--- src/rtl/cache_lru_pkg.sv ---
// Shared LRU types and helpers: op encoding, age-field width and the per-way
// packing rule used by lru_state_update and lru_age_update.
package cache_lru_pkg;

  typedef enum logic [1:0] {
    OP_READ  = 2'b00,
    OP_TOUCH = 2'b01,
    OP_INVAL = 2'b10,
    OP_RSVD  = 2'b11
  } lru_op_e;

  function automatic int unsigned way_w(input int unsigned assoc);
    return $clog2(assoc);
  endfunction

  // Way i owns bits [slice_lo(i, W) +: W] of a packed age vector.
  function automatic int unsigned slice_lo(input int unsigned way, input int unsigned w);
    return way * w;
  endfunction

endpackage

--- src/rtl/lru_age_update.sv ---
// Combinational age-vector update for one set: READ/TOUCH/INVAL, plus a
// permutation check on the result when LRU_CHECK_EN is defined.
module lru_age_update
  import cache_lru_pkg::*;
#(
  parameter  int unsigned ASSOC = 8,
  localparam int unsigned W     = way_w(ASSOC)
) (
  input  logic [W*ASSOC-1:0] i_old_bits,
  input  lru_op_e            i_op,
  input  logic [W-1:0]       i_way,
  output logic [W*ASSOC-1:0] o_new_bits
`ifdef LRU_CHECK_EN
  ,
  output logic               o_perm_err
`endif
);

  logic [W-1:0] w_cur;
  logic [W-1:0] w_age;

  always_comb begin
    o_new_bits = i_old_bits;
    w_age      = '0;
    w_cur      = i_old_bits[slice_lo(i_way, W) +: W];
    for (int unsigned i = 0; i < ASSOC; i++) begin
      w_age = i_old_bits[slice_lo(i, W) +: W];
      unique case (i_op)
        OP_TOUCH: begin
          if (W'(i) == i_way)   o_new_bits[slice_lo(i, W) +: W] = W'(ASSOC - 1);
          else if (w_age > w_cur) o_new_bits[slice_lo(i, W) +: W] = w_age - W'(1);
        end
        OP_INVAL: begin
          if (W'(i) == i_way)   o_new_bits[slice_lo(i, W) +: W] = '0;
          else if (w_age < w_cur) o_new_bits[slice_lo(i, W) +: W] = w_age + W'(1);
        end
        default: ;
      endcase
    end
  end

`ifdef LRU_CHECK_EN
  logic [ASSOC-1:0] w_seen;

  // ASSOC is 2**W, so every W-bit age indexes w_seen directly.
  always_comb begin
    w_seen = '0;
    for (int unsigned i = 0; i < ASSOC; i++) begin
      w_seen[o_new_bits[slice_lo(i, W) +: W]] = 1'b1;
    end
  end

  assign o_perm_err = (w_seen != '1);
`endif

endmodule

--- src/rtl/lru_state_update.sv ---
// Per-set LRU age store with valid/ready request/response handshake.
// Optional sticky consistency checker enabled by LRU_CHECK_EN.
module lru_state_update
  import cache_lru_pkg::*;
#(
  parameter  int unsigned ASSOC = 8,
  parameter  int unsigned SETS  = 16,
  localparam int unsigned W     = way_w(ASSOC),
  localparam int unsigned SW    = $clog2(SETS)
) (
  input  logic                clk,
  input  logic                rst,
  input  logic                req_valid,
  output logic                req_ready,
  input  logic [1:0]          req_op,
  input  logic [SW-1:0]       req_set,
  input  logic [W-1:0]        req_way,
  output logic                resp_valid,
  input  logic                resp_ready,
  output logic [SW-1:0]       resp_set,
  output logic [W*ASSOC-1:0]  resp_lru_bits,
  output logic                lru_err
);

  logic [W*ASSOC-1:0] r_ages [SETS];
  logic [W*ASSOC-1:0] w_new_bits;
  lru_op_e            w_op;
  logic               w_accept;

  assign w_op      = lru_op_e'(req_op);
  assign req_ready = !resp_valid || resp_ready;
  assign w_accept  = req_valid && req_ready;

`ifdef LRU_CHECK_EN
  logic w_perm_err;
  logic r_lru_err;
`endif

  lru_age_update #(
    .ASSOC (ASSOC)
  ) u_age_update (
    .i_old_bits (r_ages[req_set]),
    .i_op       (w_op),
    .i_way      (req_way),
    .o_new_bits (w_new_bits)
`ifdef LRU_CHECK_EN
    ,
    .o_perm_err (w_perm_err)
`endif
  );

  // The set is written on the accept edge, so a following request to the
  // same set already sees the update without forwarding.
  always_ff @(posedge clk or posedge rst) begin
    if (rst) begin
      for (int unsigned s = 0; s < SETS; s++) begin
        for (int unsigned i = 0; i < ASSOC; i++) begin
          r_ages[s][slice_lo(i, W) +: W] <= W'(i);
        end
      end
      resp_valid    <= 1'b0;
      resp_set      <= '0;
      resp_lru_bits <= '0;
    end else if (w_accept) begin
      r_ages[req_set] <= w_new_bits;
      resp_valid      <= 1'b1;
      resp_set        <= req_set;
      resp_lru_bits   <= w_new_bits;
    end else if (resp_ready) begin
      resp_valid <= 1'b0;
    end
  end

`ifdef LRU_CHECK_EN
  always_ff @(posedge clk or posedge rst) begin
    if (rst) begin
      r_lru_err <= 1'b0;
    end else if (w_accept) begin
      if (w_op == OP_RSVD ||
          ((w_op == OP_TOUCH || w_op == OP_INVAL) && w_perm_err)) begin
        r_lru_err <= 1'b1;
      end
    end
  end

  assign lru_err = r_lru_err;
`else
  assign lru_err = 1'b0;
`endif

endmodule

--- config.mk ---
export PLATFORM = sky130hd
export DESIGN_NAME = lru_state_update
export DESIGN_NICKNAME = d
export VERILOG_FILES = /design/src/rtl/cache_lru_pkg.sv /design/src/rtl/lru_age_update.sv /design/src/rtl/lru_state_update.sv
export SDC_FILE = /design/constraint.sdc
export NUM_CORES = 1
export LEC_CHECK = 0
export ABC_AREA = 0
export BUFFER_PORTS_ARGS = -buffer_cell sky130_fd_sc_hd__buf_2
export CORE_ASPECT_RATIO = 0.7
export CORE_UTILIZATION = 50
export DETAILED_ROUTE_END_ITERATION = 6
export GPL_ROUTABILITY_DRIVEN = 0
export PLACE_DENSITY = 0.68
export RECOVER_POWER = 50
export SYNTH_ARGS = -nofsm -noshare
export SYNTH_HDL_FRONTEND = slang
export SYNTH_SLANG_ARGS = --single-unit
--- constraint.sdc ---
create_clock -name clk -period 15 [get_ports clk]
set_input_delay 3 -clock clk [delete_from_list [all_inputs] [get_ports clk]]
set_output_delay 3 -clock clk [all_outputs]
set_load 0.02 [all_outputs]
==> results of run 1 <==
-- worst register-to-register path: cells and delay by family (launching register included) --
| family | cells | cell delay (ps) |
|---|---|---|
| AND/OR/NAND/NOR | 4 | 610 |
| multiplexers | 2 | 1440 |
| AO/OA/AOI/OAI | 7 | 2500 |
| flip-flops | 1 | 380 |
| adder cells (fa/ha/maj) | 1 | 390 |
-- how the worst max path moves through the flow --
stage / start / to / slack, ps / cells past startpoint
CTS: req_set[1] / r_ages[254]$_DFFE_PP1P_ / 6300 / 16
finish: rst / r_ages[248]$_DFFE_PP0P_ / 5440 / 3
floorplan: rst / r_ages[0]$_DFFE_PP0P_ / 820 / 1
global route: rst / r_ages[220]$_DFFE_PP0P_ / 4230 / 3
detailed placement: req_set[1] / r_ages[374]$_DFFE_PP1P_ / 5750 / 16
global placement: req_set[1] / resp_lru_bits[14]$_DFFE_PP0P_ / 5940 / 16
-- cell families after synthesis --
group,share of synthesized area [%]
AND/OR/NAND/NOR,9.47
flip-flops,50.8
AO/OA/AOI/OAI,11.0
multiplexers,22.4
buffers and inverters,3.78
adder cells (fa/ha/maj),2.52
other,0.0180
-- flip-flops by register name, summed over array words and instances, names as in the netlist --
signal,flops
resp_valid,1
resp_lru_bits,24
r_ages,384
resp_set,4
-- power breakdown --
group / internal (mW) / switching [mW]
Clock: 0.632 / 0.452
Combinational: 0.282 / 0.405
Sequential: 1.37 / 0.103
Total: 2.28 / 0.960
-- per-stage QoR --
step | std cells | instance area [um2]
3_5_place_dp | 2256 | 21300
4_1_cts | 2332 | 22700
5_1_grt | 2333 | 22700
3_3_place_gp | 2256 | 21300
6_report | 2333 | 22700
2_1_floorplan | 1772 | 20800
-- layout make-up --
cell class / count / share of cell area, %
clock buffer: 60 / 5.33
tap: 544 / 3.00
clock inverter: 16 / 0.872
timing repair buffer: 73 / 1.77
sequential: 413 / 46.6
inverter: 30 / 0.502
multi-input combinational: 1197 / 41.9
-- cells in the final DEF, fill, tap and decap left out, types with 12 or more instances in the layout --
cell type    n
a21oi_1     19
a22oi_1     12
buf_4       28
clkbuf_1    43
clkbuf_16   43
dfrtp_1    221
dfstp_2    192
ha_1        42
inv_1       24
mux2_2     188
mux2i_1     22
mux4_2     100
nand2_1    305
nand3_1     26
nor2_1      46
nor2b_1     14
o21ai_0    248
-- routing by layer --
metal	up-vias	share of wire [%]	GRT usage, %
li1	6386	-	-
met1	7482	46	42.3
met2	575	45	41.0
met3	82	7.1	4.18
met4	0	1.8	7.12
met5	-	0	0
==> results.json, run 1 <==
{
  "ff2ff_path_depth": 14,
  "rsz0062_at_grt": "false",
  "cpMaxStageDelayCell": "clkbuf_1",
  "fin_crit_sh_pct": 63.7,
  "syn_nets": 1827,
  "dieHeight_um": 173,
  "ant_nets": 0,
  "tightest_slew_ps": 5210,
  "clkTransAtPathRegs_ps": 60,
  "drive_gt1_share_pct": 34.9,
  "numCtsBuffers": 41,
  "setup_tns_ps": 0,
  "post_drt_wl_per_cell_um": 24.5,
  "seq_area_mm2": 0.0106,
  "whs_endpoint": "r_ages[333]$_DFFE_PP1P_",
  "antenna_found_initial": 0,
  "cts_sinks": 413,
  "routed_wl_um": 57200,
  "crit_family": "buffers and inverters",
  "clk_path_buf_depth": 3,
  "io_buffers": 42,
  "via_per_inst": 6.23,
  "fp.coreArea_mm2": 0.0410,
  "p_per_area_mw_per_mm2": 143,
  "fillerInstances": 3417,
  "rrSetupSlack_ps": 9540,
  "synth.distinct_cells": 75,
  "worstReg2RegEnd": "r_ages[374]$_DFFE_PP1P_",
  "outcome": "finished, violations left",
  "hp-start": "r_ages[333]$_DFFE_PP1P_",
  "critPathArrivalTime_ps": 9260,
  "clock-root-buffer": "clkbuf_16",
  "violations": "capacitance limit, slew limit",
  "worstPathCellList": "buf_2 -> clkinvlp_2 -> clkbuf_1",
  "place_ws_ps": 5750,
  "reg2reg_from": "r_ages[80]$_DFFE_PP0P_",
  "cp_max_fo": 122,
  "relSlewSlack_pct": -249,
  "cts_tree": "done",
  "grt_pass1_vias": 14479,
  "ioPinCount": 44,
  "leakagePower_nw": 9.54,
  "vias": 14525,
  "criticalPathCategory": "in -> async",
  "worst_slack_ps": 5440,
  "clock.fmax_ghz": 0.105,
  "setup_violations": 0,
  "dr.first_iter.drc_count": 1539,
  "synthFlopType": "dfrtp_1",
  "areaGrowthSynthToFinish_pct": 8.88,
  "drv_slew": 391,
  "cts_resized": 0,
  "dpl.hpwl_um": 34500,
  "yosysTopAreaCell": "dfrtp_1",
  "cp.required_ps": 14700,
  "synth_edf_count": 0,
  "whs_path_depth": 2,
  "multi_input_area_mm2": 0.00950,
  "htree_levels": 2,
  "vdd_drop_max_mv": 0.105,
  "syn_inst": 1772,
  "min_period_ps": 9560,
  "overflow": 0,
  "cpPeakStageDelay_ps": 3070,
  "drc": 0,
  "synth_common_cells": "nand2_1 (306), o21ai_0 (248), dfrtp_1 (221)",
  "synth_most_common_cell": "nand2_1",
  "yosysSeqAreaShare_pct": 50.8,
  "yosys_register_bits": 413,
  "grtUsageTotal_pct": 27.6,
  "grt_pass1_wl_um": 88800,
  "path_buf_inv": 3,
  "synth.area.top_cells": "dfrtp_1 (27%), dfstp_2 (24%), mux4_2 (11%), mux2_2 (10%), o21ai_0 (6.0%)",
  "grt_max_degree": 123,
  "synth_async_sr_flop_share_pct": 100,
  "initial_core_util_pct": 50.8,
  "postCtsHoldBufs": 0,
  "min_path_type": "reg -> reg",
  "synth_area_mm2": 0.0208,
  "diodes": 0,
  "final_util_pct": 55.3,
  "yosys.area.top_type_share_pct": 26.5,
  "std_cell_rows": 62,
  "die_w_um": 246,
  "power.total_mw": 3.24,
  "nets": 1811,
  "postCtsSetupRepairBufs": 0,
  "critPathCaptureType": "asynchronous set/reset pin",
  "hold_viol": 0,
  "clock_insertion_delay_worst_skew_ps": 570,
  "hold_ws_ps": 468,
  "drv_cap": 5,
  "crit_path_start_kind": "input pin",
  "dr.pass1.iters": 6,
  "die-area_mm2": 0.0425,
  "finalClockSkew_ps": 23.6,
  "avgSynthCellArea_um2": 11.8,
  "ys_warn_count": 0
}
Note: power is estimated with default switching activity, not from simulation.
==> run 2: changes to the inputs <==
--- a/config.mk
+++ b/config.mk
@@ -5,7 +5,7 @@
 export SDC_FILE = /design/constraint.sdc
 export NUM_CORES = 1
 export LEC_CHECK = 0
-export ABC_AREA = 0
+export ABC_AREA = 1
 export BUFFER_PORTS_ARGS = -buffer_cell sky130_fd_sc_hd__buf_2
 export CORE_ASPECT_RATIO = 0.7
 export CORE_UTILIZATION = 50
==> constraint.sdc (replaced) <==
create_clock -name clk -period 8.78 [get_ports clk]
set_input_delay 1.756 -clock clk [delete_from_list [all_inputs] [get_ports clk]]
set_output_delay 1.756 -clock clk [all_outputs]
set_load 0.02 [all_outputs]
==> results.json, run 2 <==
{
  "grt_pass1_vias": 19633,
  "syn_nets": 3223,
  "die_w_um": 253,
  "fillerInstances": 4156,
  "fp.coreArea_mm2": 0.0429,
  "clkTransAtPathRegs_ps": 70,
  "fin_crit_sh_pct": 78.9,
  "synth_async_sr_flop_share_pct": 100,
  "clk_path_buf_depth": 3,
  "grt_max_degree": 78,
  "postCtsSetupRepairBufs": 0,
  "via_per_inst": 5.60,
  "postCtsHoldBufs": 0,
  "numCtsBuffers": 40,
  "io_buffers": 42,
  "drive_gt1_share_pct": 11.3,
  "ioPinCount": 44,
  "place_ws_ps": 1530,
  "reg.largest.list": "r_ages: 384 flops, resp_lru_bits: 24 flops, resp_set: 4 flops",
  "diodes": 0,
  "setup_violations": 0,
  "routed_wl_um": 74000,
  "cts_sinks": 413,
  "vias": 20927,
  "syn_inst": 3168,
  "overflow": 0,
  "synth_most_common_cell": "nand2_1",
  "yosys.area.top_type_share_pct": 34.4,
  "power.total_mw": 5.68,
  "dieHeight_um": 178,
  "finalClockSkew_ps": 26.4,
  "hold_ws_ps": 466,
  "synth.area.top_cells": "nand2_1 (34%), dfrtp_1 (25%), dfstp_2 (23%), nand3_1 (3.6%), ha_1 (2.4%)",
  "grtUsageTotal_pct": 33.3,
  "critPathArrivalTime_ps": 7410,
  "tightest_slew_ps": 3770,
  "criticalPathCategory": "in -> reg",
  "largest_register_ffs": 384,
  "setup_tns_ps": 0,
  "hold_viol": 0,
  "drv_cap": 7,
  "initial_core_util_pct": 51.4,
  "nets": 3180,
  "mostFrequentLayoutCell": "nand2_1",
  "critPathCaptureType": "flop",
  "largest-register": "r_ages",
  "ys_warn_count": 0,
  "synth_edf_count": 0,
  "rsz0062_at_grt": "false",
  "areaGrowthSynthToFinish_pct": 8.84,
  "cp_max_fo": 53,
  "yosysSeqAreaShare_pct": 48.0,
  "dpl.hpwl_um": 45200,
  "p_per_area_mw_per_mm2": 237,
  "clock-root-buffer": "clkbuf_16",
  "synth.distinct_cells": 34,
  "cts_tree": "done",
  "dr.pass1.iters": 6,
  "yosysTopAreaCell": "nand2_1",
  "std_cell_rows": 63,
  "violations": "capacitance limit, slew limit",
  "clock.fmax_ghz": 0.144,
  "outcome": "finished, violations left",
  "antenna_found_initial": 1,
  "grt_pass1_wl_um": 115000,
  "cts_resized": 0,
  "ant_nets": 0,
  "relSlewSlack_pct": -151,
  "crit_path_start_kind": "input pin",
  "synth_area_mm2": 0.0220,
  "yosys_register_bits": 413,
  "post_drt_wl_per_cell_um": 19.8,
  "final_util_pct": 56.0,
  "worst_slack_ps": 1860,
  "cp.required_ps": 9270,
  "final_cell_mix": "nand2_1 (2022), dfrtp_1 (221), dfstp_2 (192), nand3_1 (157), inv_1 (111)",
  "min_period_ps": 6920,
  "htree_levels": 2,
  "clock_insertion_delay_worst_skew_ps": 570,
  "dr.first_iter.drc_count": 2609,
  "leakagePower_nw": 13.3,
  "synth_common_cells": "nand2_1 (2022), dfrtp_1 (221), dfstp_2 (192)",
  "synthFlopType": "dfrtp_1",
  "avgSynthCellArea_um2": 6.96,
  "min_path_type": "reg -> reg",
  "drv_slew": 462,
  "vdd_drop_max_mv": 0.142,
  "drc": 0,
  "die-area_mm2": 0.0449
}
## run 2: layout make-up
class | count | area [um2] | area share (%)
clock buffers | 59 | 1170 | 4.89
clock inverters | 13 | 219 | 0.913
inverters | 134 | 507 | 2.11
multi-input cells | 2448 | 10300 | 42.9
flip-flops and latches | 413 | 10600 | 44.1
well taps | 585 | 732 | 3.05
repair buffers | 88 | 499 | 2.08
## run 2: worst max-delay path: stages
cell     delay, ps
buf_4          560
inv_4          450
nor2_2         850
buf_4          360
a22oi_1         90
nand2_1        110
nand2_1         60
nand4_1        280
a21oi_1        130
nand3_1        110
nand2_1        240
ha_1           370
nand2_1         60
o21ai_0        370
nand2_1        140
o21ai_0        220
a32oi_1         90
o21ai_1        600
buf_4          340
nand2_1         80
nand2_1         70
## run 2: layer usage
layer	GRT usage, %	vias up	share of wire [%]	routed length, um
met5	0	-	0.018	13
met4	11.5	2	3.3	2460
met3	6.35	152	11	7780
met2	50.2	1137	43	31600
met1	48.0	10012	43	32100
li1	-	9624	-	-
## run 2: kinds of logic after synthesis
logic type | share of synthesized area, %
simple gates | 39.7
flops | 48.0
buf+inv | 5.69
compound gates | 4.27
fa+ha+maj | 2.38
other cells | 0.0170
## run 2: path summary, 6_finish.rpt
kind	start	endpoint	slack [ps]	cells after the start
setup / recovery	req_set[0]	r_ages[229]$_DFFE_PP0P_	1860	21
hold / removal	r_ages[191]$_DFFE_PP1P_	r_ages[191]$_DFFE_PP1P_	470	2
setup reg to reg	resp_valid$_DFFE_PP0P_	r_ages[151]$_DFFE_PP1P_	4520	10
hold reg to reg	r_ages[191]$_DFFE_PP1P_	r_ages[191]$_DFFE_PP1P_	470	2
max in group asynchronous	rst	resp_lru_bits[14]$_DFFE_PP0P_	2610	4
min in group asynchronous	rst	r_ages[252]$_DFFE_PP0P_	2530	3
## run 2: report_power, final
group          total (mW)  internal [mW]  switching [mW]
sequential           2.52           2.34           0.185
clock                1.88           1.10           0.779
combinational        1.28          0.374           0.905
total                5.68           3.82            1.87
## run 2: stage by stage
step	area [um2]	instances
global placement	22700	3668
finish	24000	3740
CTS	24100	3740
detailed placement	22700	3668
floorplan	22000	3168
global route	24000	3740
